--- src/rtl/mul_div_unit.sv ---
// mul_div_unit: iterative RV32M multiply/divide unit with one-cycle register-file writeback.
// Optional: define MULDIV_EARLY_OUT_EN to skip iteration for zero/overflow cases.
`default_nettype none

module mul_div_unit #(
    parameter int BITS_PER_CYCLE = 1
) (
    input  logic        clk,
    input  logic        rst,
    input  logic        in_valid,
    output logic        in_ready,
    input  logic [2:0]  funct3,
    input  logic [31:0] rs1_data,
    input  logic [31:0] rs2_data,
    input  logic [4:0]  rd_addr,
    output logic        wr_ena,
    output logic [4:0]  wr_addr,
    output logic [31:0] wr_data,
    output logic        busy
);

    localparam int         ITERS   = 32 / BITS_PER_CYCLE;
    localparam logic [5:0] C_ITERS = 6'(ITERS);
`ifdef MULDIV_EARLY_OUT_EN
    localparam logic C_EARLY_EN = 1'b1;
`else
    localparam logic C_EARLY_EN = 1'b0;
`endif

    typedef enum logic [1:0] {
        S_IDLE = 2'd0,
        S_CALC = 2'd1,
        S_DONE = 2'd2
    } state_t;

    state_t      r_state, w_state_nx;
    logic [5:0]  r_cnt;
    logic [2:0]  r_funct3;
    logic [4:0]  r_rd;
    logic        r_neg_res;
    logic        r_dbz;
    logic [31:0] r_op_a;
    logic [63:0] r_acc;
    logic [63:0] r_mcand;
    logic [31:0] r_b;
    logic [31:0] r_q;
    logic [32:0] r_rem;

    // Operand decode at accept time
    logic        w_accept, w_is_div, w_a_signed, w_b_signed, w_a_neg, w_b_neg;
    logic [31:0] w_a_mag, w_b_mag;
    logic        w_dbz, w_ovf, w_early, w_take_early, w_neg_res;
    logic [31:0] w_early_data;

    assign w_accept   = in_valid && (r_state == S_IDLE);
    assign w_is_div   = funct3[2];
    assign w_a_signed = w_is_div ? ~funct3[0] : (funct3 == 3'd1 || funct3 == 3'd2);
    assign w_b_signed = w_is_div ? ~funct3[0] : (funct3 == 3'd1);
    assign w_a_neg    = w_a_signed && rs1_data[31];
    assign w_b_neg    = w_b_signed && rs2_data[31];
    assign w_a_mag    = w_a_neg ? (32'd0 - rs1_data) : rs1_data;
    assign w_b_mag    = w_b_neg ? (32'd0 - rs2_data) : rs2_data;
    assign w_dbz      = w_is_div && (rs2_data == 32'd0);
    assign w_ovf      = w_is_div && ~funct3[0] && (rs1_data == 32'h8000_0000)
                        && (rs2_data == 32'hFFFF_FFFF);
    assign w_early    = w_dbz || w_ovf
                        || (!w_is_div && (rs1_data == 32'd0 || rs2_data == 32'd0));
    assign w_take_early = C_EARLY_EN && w_early;
    // Remainder follows the dividend sign; product and quotient follow the sign XOR
    assign w_neg_res  = (w_is_div && funct3[1]) ? w_a_neg : (w_a_neg ^ w_b_neg);

    always_comb begin
        w_early_data = 32'd0;
        if (w_dbz)
            w_early_data = funct3[1] ? rs1_data : 32'hFFFF_FFFF;
        else if (w_ovf)
            w_early_data = funct3[1] ? 32'd0 : 32'h8000_0000;
    end

    // One iteration: BITS_PER_CYCLE shift-add or restoring-subtract steps
    logic [63:0] w_acc_nx, w_mcand_nx;
    logic [31:0] w_b_nx, w_q_nx;
    logic [32:0] w_rem_nx;

    always_comb begin
        w_acc_nx   = r_acc;
        w_mcand_nx = r_mcand;
        w_b_nx     = r_b;
        w_q_nx     = r_q;
        w_rem_nx   = r_rem;
        for (int j = 0; j < BITS_PER_CYCLE; j++) begin
            if (r_funct3[2]) begin
                w_rem_nx = {w_rem_nx[31:0], w_q_nx[31]};
                w_q_nx   = {w_q_nx[30:0], 1'b0};
                if (w_rem_nx >= {1'b0, r_b}) begin
                    w_rem_nx  = w_rem_nx - {1'b0, r_b};
                    w_q_nx[0] = 1'b1;
                end
            end else begin
                if (w_b_nx[0])
                    w_acc_nx = w_acc_nx + w_mcand_nx;
                w_mcand_nx = w_mcand_nx << 1;
                w_b_nx     = w_b_nx >> 1;
            end
        end
    end

    logic [63:0] w_mag, w_signed;
    logic [31:0] w_result;

    always_comb begin
        if (r_funct3[2])
            w_mag = r_funct3[1] ? {32'd0, w_rem_nx[31:0]} : {32'd0, w_q_nx};
        else
            w_mag = w_acc_nx;
        w_signed = r_neg_res ? (64'd0 - w_mag) : w_mag;
        if (r_dbz)
            w_result = r_funct3[1] ? r_op_a : 32'hFFFF_FFFF;
        else if (!r_funct3[2] && r_funct3[1:0] != 2'd0)
            w_result = w_signed[63:32];
        else
            w_result = w_signed[31:0];
    end

    always_ff @(posedge clk or posedge rst) begin
        if (rst)
            r_state <= S_IDLE;
        else
            r_state <= w_state_nx;
    end

    always_comb begin
        w_state_nx = r_state;
        in_ready   = 1'b0;
        busy       = 1'b0;
        case (r_state)
            S_IDLE: begin
                in_ready = 1'b1;
                if (w_accept)
                    w_state_nx = w_take_early ? S_DONE : S_CALC;
            end
            S_CALC: begin
                busy = 1'b1;
                if (r_cnt == 6'd1)
                    w_state_nx = S_DONE;
            end
            S_DONE: begin
                busy       = 1'b1;
                w_state_nx = S_IDLE;
            end
            default: w_state_nx = S_IDLE;
        endcase
    end

    always_ff @(posedge clk or posedge rst) begin
        if (rst) begin
            r_cnt     <= 6'd0;
            r_funct3  <= 3'd0;
            r_rd      <= 5'd0;
            r_neg_res <= 1'b0;
            r_dbz     <= 1'b0;
            r_op_a    <= 32'd0;
            r_acc     <= 64'd0;
            r_mcand   <= 64'd0;
            r_b       <= 32'd0;
            r_q       <= 32'd0;
            r_rem     <= 33'd0;
            wr_ena    <= 1'b0;
            wr_addr   <= 5'd0;
            wr_data   <= 32'd0;
        end else begin
            wr_ena <= 1'b0;
            if (w_accept) begin
                r_funct3  <= funct3;
                r_rd      <= rd_addr;
                r_neg_res <= w_neg_res;
                r_dbz     <= w_dbz;
                r_op_a    <= rs1_data;
                r_acc     <= 64'd0;
                r_mcand   <= {32'd0, w_a_mag};
                r_b       <= w_b_mag;
                r_q       <= w_a_mag;
                r_rem     <= 33'd0;
                r_cnt     <= w_take_early ? 6'd0 : C_ITERS;
                if (w_take_early) begin
                    wr_ena  <= (rd_addr != 5'd0);
                    wr_addr <= rd_addr;
                    wr_data <= w_early_data;
                end
            end else if (r_state == S_CALC) begin
                r_acc   <= w_acc_nx;
                r_mcand <= w_mcand_nx;
                r_b     <= w_b_nx;
                r_q     <= w_q_nx;
                r_rem   <= w_rem_nx;
                r_cnt   <= r_cnt - 6'd1;
                if (r_cnt == 6'd1) begin
                    wr_ena  <= (r_rd != 5'd0);
                    wr_addr <= r_rd;
                    wr_data <= w_result;
                end
            end
        end
    end

endmodule

`default_nettype wire

--- config.mk ---
export PLATFORM = sky130hd
export DESIGN_NAME = mul_div_unit
export DESIGN_NICKNAME = d
export VERILOG_FILES = /design/src/rtl/mul_div_unit.sv
export SDC_FILE = /design/constraint.sdc
export NUM_CORES = 1
export LEC_CHECK = 0
export ABC_AREA = 1
export BUFFER_PORTS_ARGS = -buffer_cell sky130_fd_sc_hd__buf_2
export CAP_MARGIN = 30
export CORE_MARGIN = 2
export CORE_UTILIZATION = 50
export CTS_BUF_LIST = sky130_fd_sc_hd__clkbuf_4
export DETAILED_ROUTE_END_ITERATION = 6
export PLACE_DENSITY = 0.64
export SYNTH_ARGS = -nofsm -noshare
export SYNTH_HDL_FRONTEND = slang
export SYNTH_SLANG_ARGS = --single-unit
--- constraint.sdc ---
create_clock -name clk -period 19.3 [get_ports clk]
set_input_delay 0.965 -clock clk [delete_from_list [all_inputs] [get_ports clk]]
set_output_delay 0.965 -clock clk [all_outputs]
set_load 0.05 [all_outputs]
==> impl_summary.txt <==
----------------------------------------------------
[GRT]
  Via count of the first global-routing pass ... 28300
  Maximum number of pins on one net before global-route repair ... 212
  Total GRT Usage ... 0.391
  First-pass GRT wire length ... 170 mm
  Gr ovfl total ... 0
  Antenna violations before repair ... 6

[Clocking]
  Clock Path Buffers ... 3
  CTS tree ... built
  Number of clock buffers inserted by TritonCTS ... 91
  Post-cts hold buffer count ... 0
  Clk sink count ... 312
  Clock Root Buffer ... sky130_fd_sc_hd__clkbuf_4
  Later-pin clock latency in the skew report ... 920 ps
  PostCTS Resize Cnt ... 0
  Setup repair bufs after CTS ... 0
  H-tree depth ... 3
  Clock-pin slew of the registers on the worst-case setup and hold paths ... 70 ps

[Route]
  Drc violations ... 0
  Mean routed wirelength per cell ... 20.6 um
  Total wirelength of the detailed-routed design ... 113 mm
  First-pass DRT Iterations ... 6
  Ratio of routed vias to standard cells ... 5.71
  First DRT Iteration DRCs ... 3446
  Antenna violation net count after detailed routing ... 0
  DR vias ... 31300

[STA]
  Setup repair after global routing missed its margin ... no
  Slew @ Worst Pin ... 1120 ps
  Post-route setup TNS ... 0 ps
  Worst rel slew slack ... 0.243
  Final worst clock skew ... 103 ps
  Time the final worst path needs with I/O delays and setup ... 4930 ps
  Peak clock frequency supported by timing ... 203 MHz
  Setup-violating endpoint count in the final report ... 0
  Tcrit/Tclk final ... 0.255
  Post-layout worst setup margin ... 14370 ps
  Fin. Hold Viols ... 0
  Number of pins with negative max-slew slack in the final report ... 0

[Critical path]
  Endpoint required time on the critical path ... 20080 ps
  Kind of capture point of the worst setup path ... register
  Crit-path max cell delay ... 430 ps
  Startpoint type of the worst setup path ... register
  Most Frequent Cell on Critical Path ... sky130_fd_sc_hd__nand2_1
  Biggest fanout along the worst timing path ... 18
  R2R Path End ... wr_data[6]
  Slack of the worst reg-to-reg path ... 14370 ps
  Worst reg2reg path depth ... 30
  Startpoint of the lowest-slack register-to-register path ... r_rem[4]
  Arrival time at the worst endpoint ... 5710 ps
  Critical path class ... reg -> reg
  Worst path slowest cell ... sky130_fd_sc_hd__dfrtp_1

[Floorplanning]
  Chip width ... 240 um
  Initial core utilization ... 0.505
  Rows ... 86
  Die Span Y ... 240 um
  Die area ... 0.0576 sq mm
  Io pins ... 115
  Core ar. ... 0.0551 sq mm

[Finish]
  Area growth, synth to finish ... 7.87%
  Area of the multi-input gates ... 0.0169 sq mm
  Sequential Area ... 0.00781 sq mm
  Number of nets in the layout ... 4850
  Final std cell area, no fill ... 0.0300 sq mm
  Fraction of final layout cells sized beyond drive strength 1 ... 0.0926
  Fillers ... 5975

[Synthesis]
  Number of warnings printed during yosys synthesis ... 0
  Total of flip-flops plus latches after synthesis ... 312
  Main synth FF type ... sky130_fd_sc_hd__dfrtp_1
  Share of synthesized registers carrying an async set or reset ... 1.00
  Number of enable-type register cells in the synthesized netlist ... 0
  Post-synthesis cell type count ... 52
  Proportion of synthesized chip area in sequential cells ... 0.280
  Avg Cell Area, Syn ... 6.06 sq um
  Number of instances in the synthesized netlist ... 4593
  Number of nets in the synthesized netlist ... 4773
  Synthesized cell area ... 0.0278 sq mm

[Placed design]
  Port Buffer Count ... 114
  Post-placement cell area ... 0.0289 sq mm
  Post-DP HPWL ... 87.1 mm
  DP Worst Slack ... 14550 ps
  Placer Congestion ... 1.04

[Power]
  Power density over the cells ... 199 mW/mm^2
  Leakage power ... 16.0 nW
  Highest ir drop seen on vdd ... 0.000256 V

[Run status]
  Outcome ... finished, final reports clean

[Job]
  Number of violations of the max-capacitance limit ... 0

[Hold path]
  Hold Path Class ... in -> async

----------------------------------------------------
## where the power goes
group,internal [W],switching (W)
logic,0.00114,0.00311
registers,0.000894,0.000213
clock network,0.000305,0.000329
total,0.00234,0.00365
## layout make-up
class | instances | share of cell area
Antenna cell | 3 | 0.000250
Clock buffer | 127 | 0.0317
Clock inverter | 24 | 0.00458
Inverter | 642 | 0.0805
Multi-Input combinational cell | 3470 | 0.562
Sequential cell | 312 | 0.260
Tap cell | 748 | 0.0312
Timing Repair Buffer | 153 | 0.0300
## sequential cells by signal, summed over array words and instances, names as in the netlist
signal and count:
r_rem 32, r_state 2, r_neg_res 1, r_cnt 6, r_q 32, r_rd 5
wr_addr 5, wr_ena 1, r_b 32, wr_data 32, r_acc 64, r_op_a 32
r_dbz 1, r_mcand 64, r_funct3 3
## worst max-delay path by stage
stage | depth (start not counted) | to | slack, ps | startpoint
after floorplan | 1 | r_acc[0] | 9710 | rst
after global placement | 32 | wr_data[4] | 14650 | r_rem[6]
after detailed placement | 32 | wr_data[4] | 14550 | r_rem[5]
after CTS | 28 | wr_data[22] | 14500 | r_rem[5]
after global routing | 32 | wr_data[22] | 14050 | r_rem[4]
final | 30 | wr_data[6] | 14370 | r_rem[4]
## cell usage after synthesis, types with 9 or more instances
| master | n | area share |
|---|---|---|
| sky130_fd_sc_hd__nand3_1 | 328 | 0.059 |
| sky130_fd_sc_hd__nor4_1 | 9 | 0.0020 |
| sky130_fd_sc_hd__o21ai_1 | 24 | 0.0043 |
| sky130_fd_sc_hd__inv_1 | 612 | 0.083 |
| sky130_fd_sc_hd__o22ai_1 | 74 | 0.017 |
| sky130_fd_sc_hd__or2_2 | 16 | 0.0036 |
| sky130_fd_sc_hd__ha_1 | 103 | 0.046 |
| sky130_fd_sc_hd__a21oi_2 | 12 | 0.0038 |
| sky130_fd_sc_hd__nand4_1 | 78 | 0.018 |
| sky130_fd_sc_hd__buf_1 | 18 | 0.0024 |
| sky130_fd_sc_hd__nor3_1 | 39 | 0.0070 |
| sky130_fd_sc_hd__dfrtp_1 | 312 | 0.28 |
| sky130_fd_sc_hd__xor2_1 | 29 | 0.0091 |
| sky130_fd_sc_hd__o221ai_1 | 11 | 0.0035 |
| sky130_fd_sc_hd__buf_2 | 19 | 0.0034 |
| sky130_fd_sc_hd__inv_2 | 17 | 0.0023 |
| sky130_fd_sc_hd__o21ai_0 | 289 | 0.052 |
| sky130_fd_sc_hd__nand2_1 | 1446 | 0.19 |
| sky130_fd_sc_hd__a31oi_1 | 27 | 0.0061 |
| sky130_fd_sc_hd__buf_6 | 9 | 0.0036 |
| sky130_fd_sc_hd__nand3_2 | 11 | 0.0040 |
| sky130_fd_sc_hd__nor2_1 | 509 | 0.069 |
| sky130_fd_sc_hd__clkbuf_1 | 114 | 0.015 |
| sky130_fd_sc_hd__nand3b_1 | 31 | 0.0084 |
| sky130_fd_sc_hd__o21bai_1 | 17 | 0.0046 |
| sky130_fd_sc_hd__o211ai_1 | 24 | 0.0065 |
| sky130_fd_sc_hd__clkinv_1 | 13 | 0.0018 |
| sky130_fd_sc_hd__a21oi_1 | 272 | 0.049 |
| sky130_fd_sc_hd__nand2_2 | 22 | 0.0049 |
| sky130_fd_sc_hd__xnor2_1 | 21 | 0.0066 |
| sky130_fd_sc_hd__nor2_2 | 20 | 0.0045 |
| sky130_fd_sc_hd__nand4_2 | 10 | 0.0045 |
## kinds of logic after synthesis
logic type,after synthesis,synth area share
AOI/OAI and AO/OA,779,0.156
and+or+nand+nor,2536,0.385
xor gates and xnor gates,50,0.0157
DFF,312,0.280
buffers and inverters,811,0.115
adders and majority gates,105,0.0477
## cell usage in the layout, fill, tap and decap left out, types with 29 or more instances in the layout
cell type                  count
sky130_fd_sc_hd__nor3_1       39
sky130_fd_sc_hd__nand3b_1     31
sky130_fd_sc_hd__o22ai_1      74
sky130_fd_sc_hd__nand3_1     328
sky130_fd_sc_hd__buf_2       115
sky130_fd_sc_hd__xor2_1       29
sky130_fd_sc_hd__clkbuf_4    127
sky130_fd_sc_hd__o21ai_1      30
sky130_fd_sc_hd__nand4_1      78
sky130_fd_sc_hd__buf_4        35
sky130_fd_sc_hd__nand2_1    1442
sky130_fd_sc_hd__a21oi_1     272
sky130_fd_sc_hd__inv_1       608
sky130_fd_sc_hd__dfrtp_1     310
sky130_fd_sc_hd__o21ai_0     282
sky130_fd_sc_hd__ha_1        103
sky130_fd_sc_hd__nor2_1      506
## per-layer routing
metal / GRT usage / routed length (um) / part of all wire / vias up
met2: 0.571 / 46300 / 0.41 / 1617
met3: 0.0843 / 12200 / 0.11 / 253
li1: - / - / - / 15000
met1: 0.566 / 50200 / 0.44 / 14400
met4: 0.142 / 4170 / 0.037 / 2
met5: 0 / 16 / 0.00014 / -
## worst max-delay path, delay by kind of cell (launching register included)
| family | cells | cell delay (ps) |
|---|---|---|
| fa+ha+maj | 2 | 620 |
| compound gates | 1 | 80 |
| flops | 1 | 430 |
| buf+inv | 1 | 370 |
| simple gates | 26 | 3300 |
## per-stage QoR
stage / total power, W / cells / hold slack (ps) / utilization
floorplan: 0.00395 / 4593 / 448 / -
global placement: 0.00520 / 5317 / 467 / 0.524
detailed placement: 0.00520 / 5323 / 461 / 0.525
CTS: 0.00586 / 5474 / 158 / 0.545
global route: 0.00643 / 5477 / 196 / 0.545
finish: 0.00599 / 5479 / 152 / 0.545
Note: power is estimated with default switching activity, not from simulation.
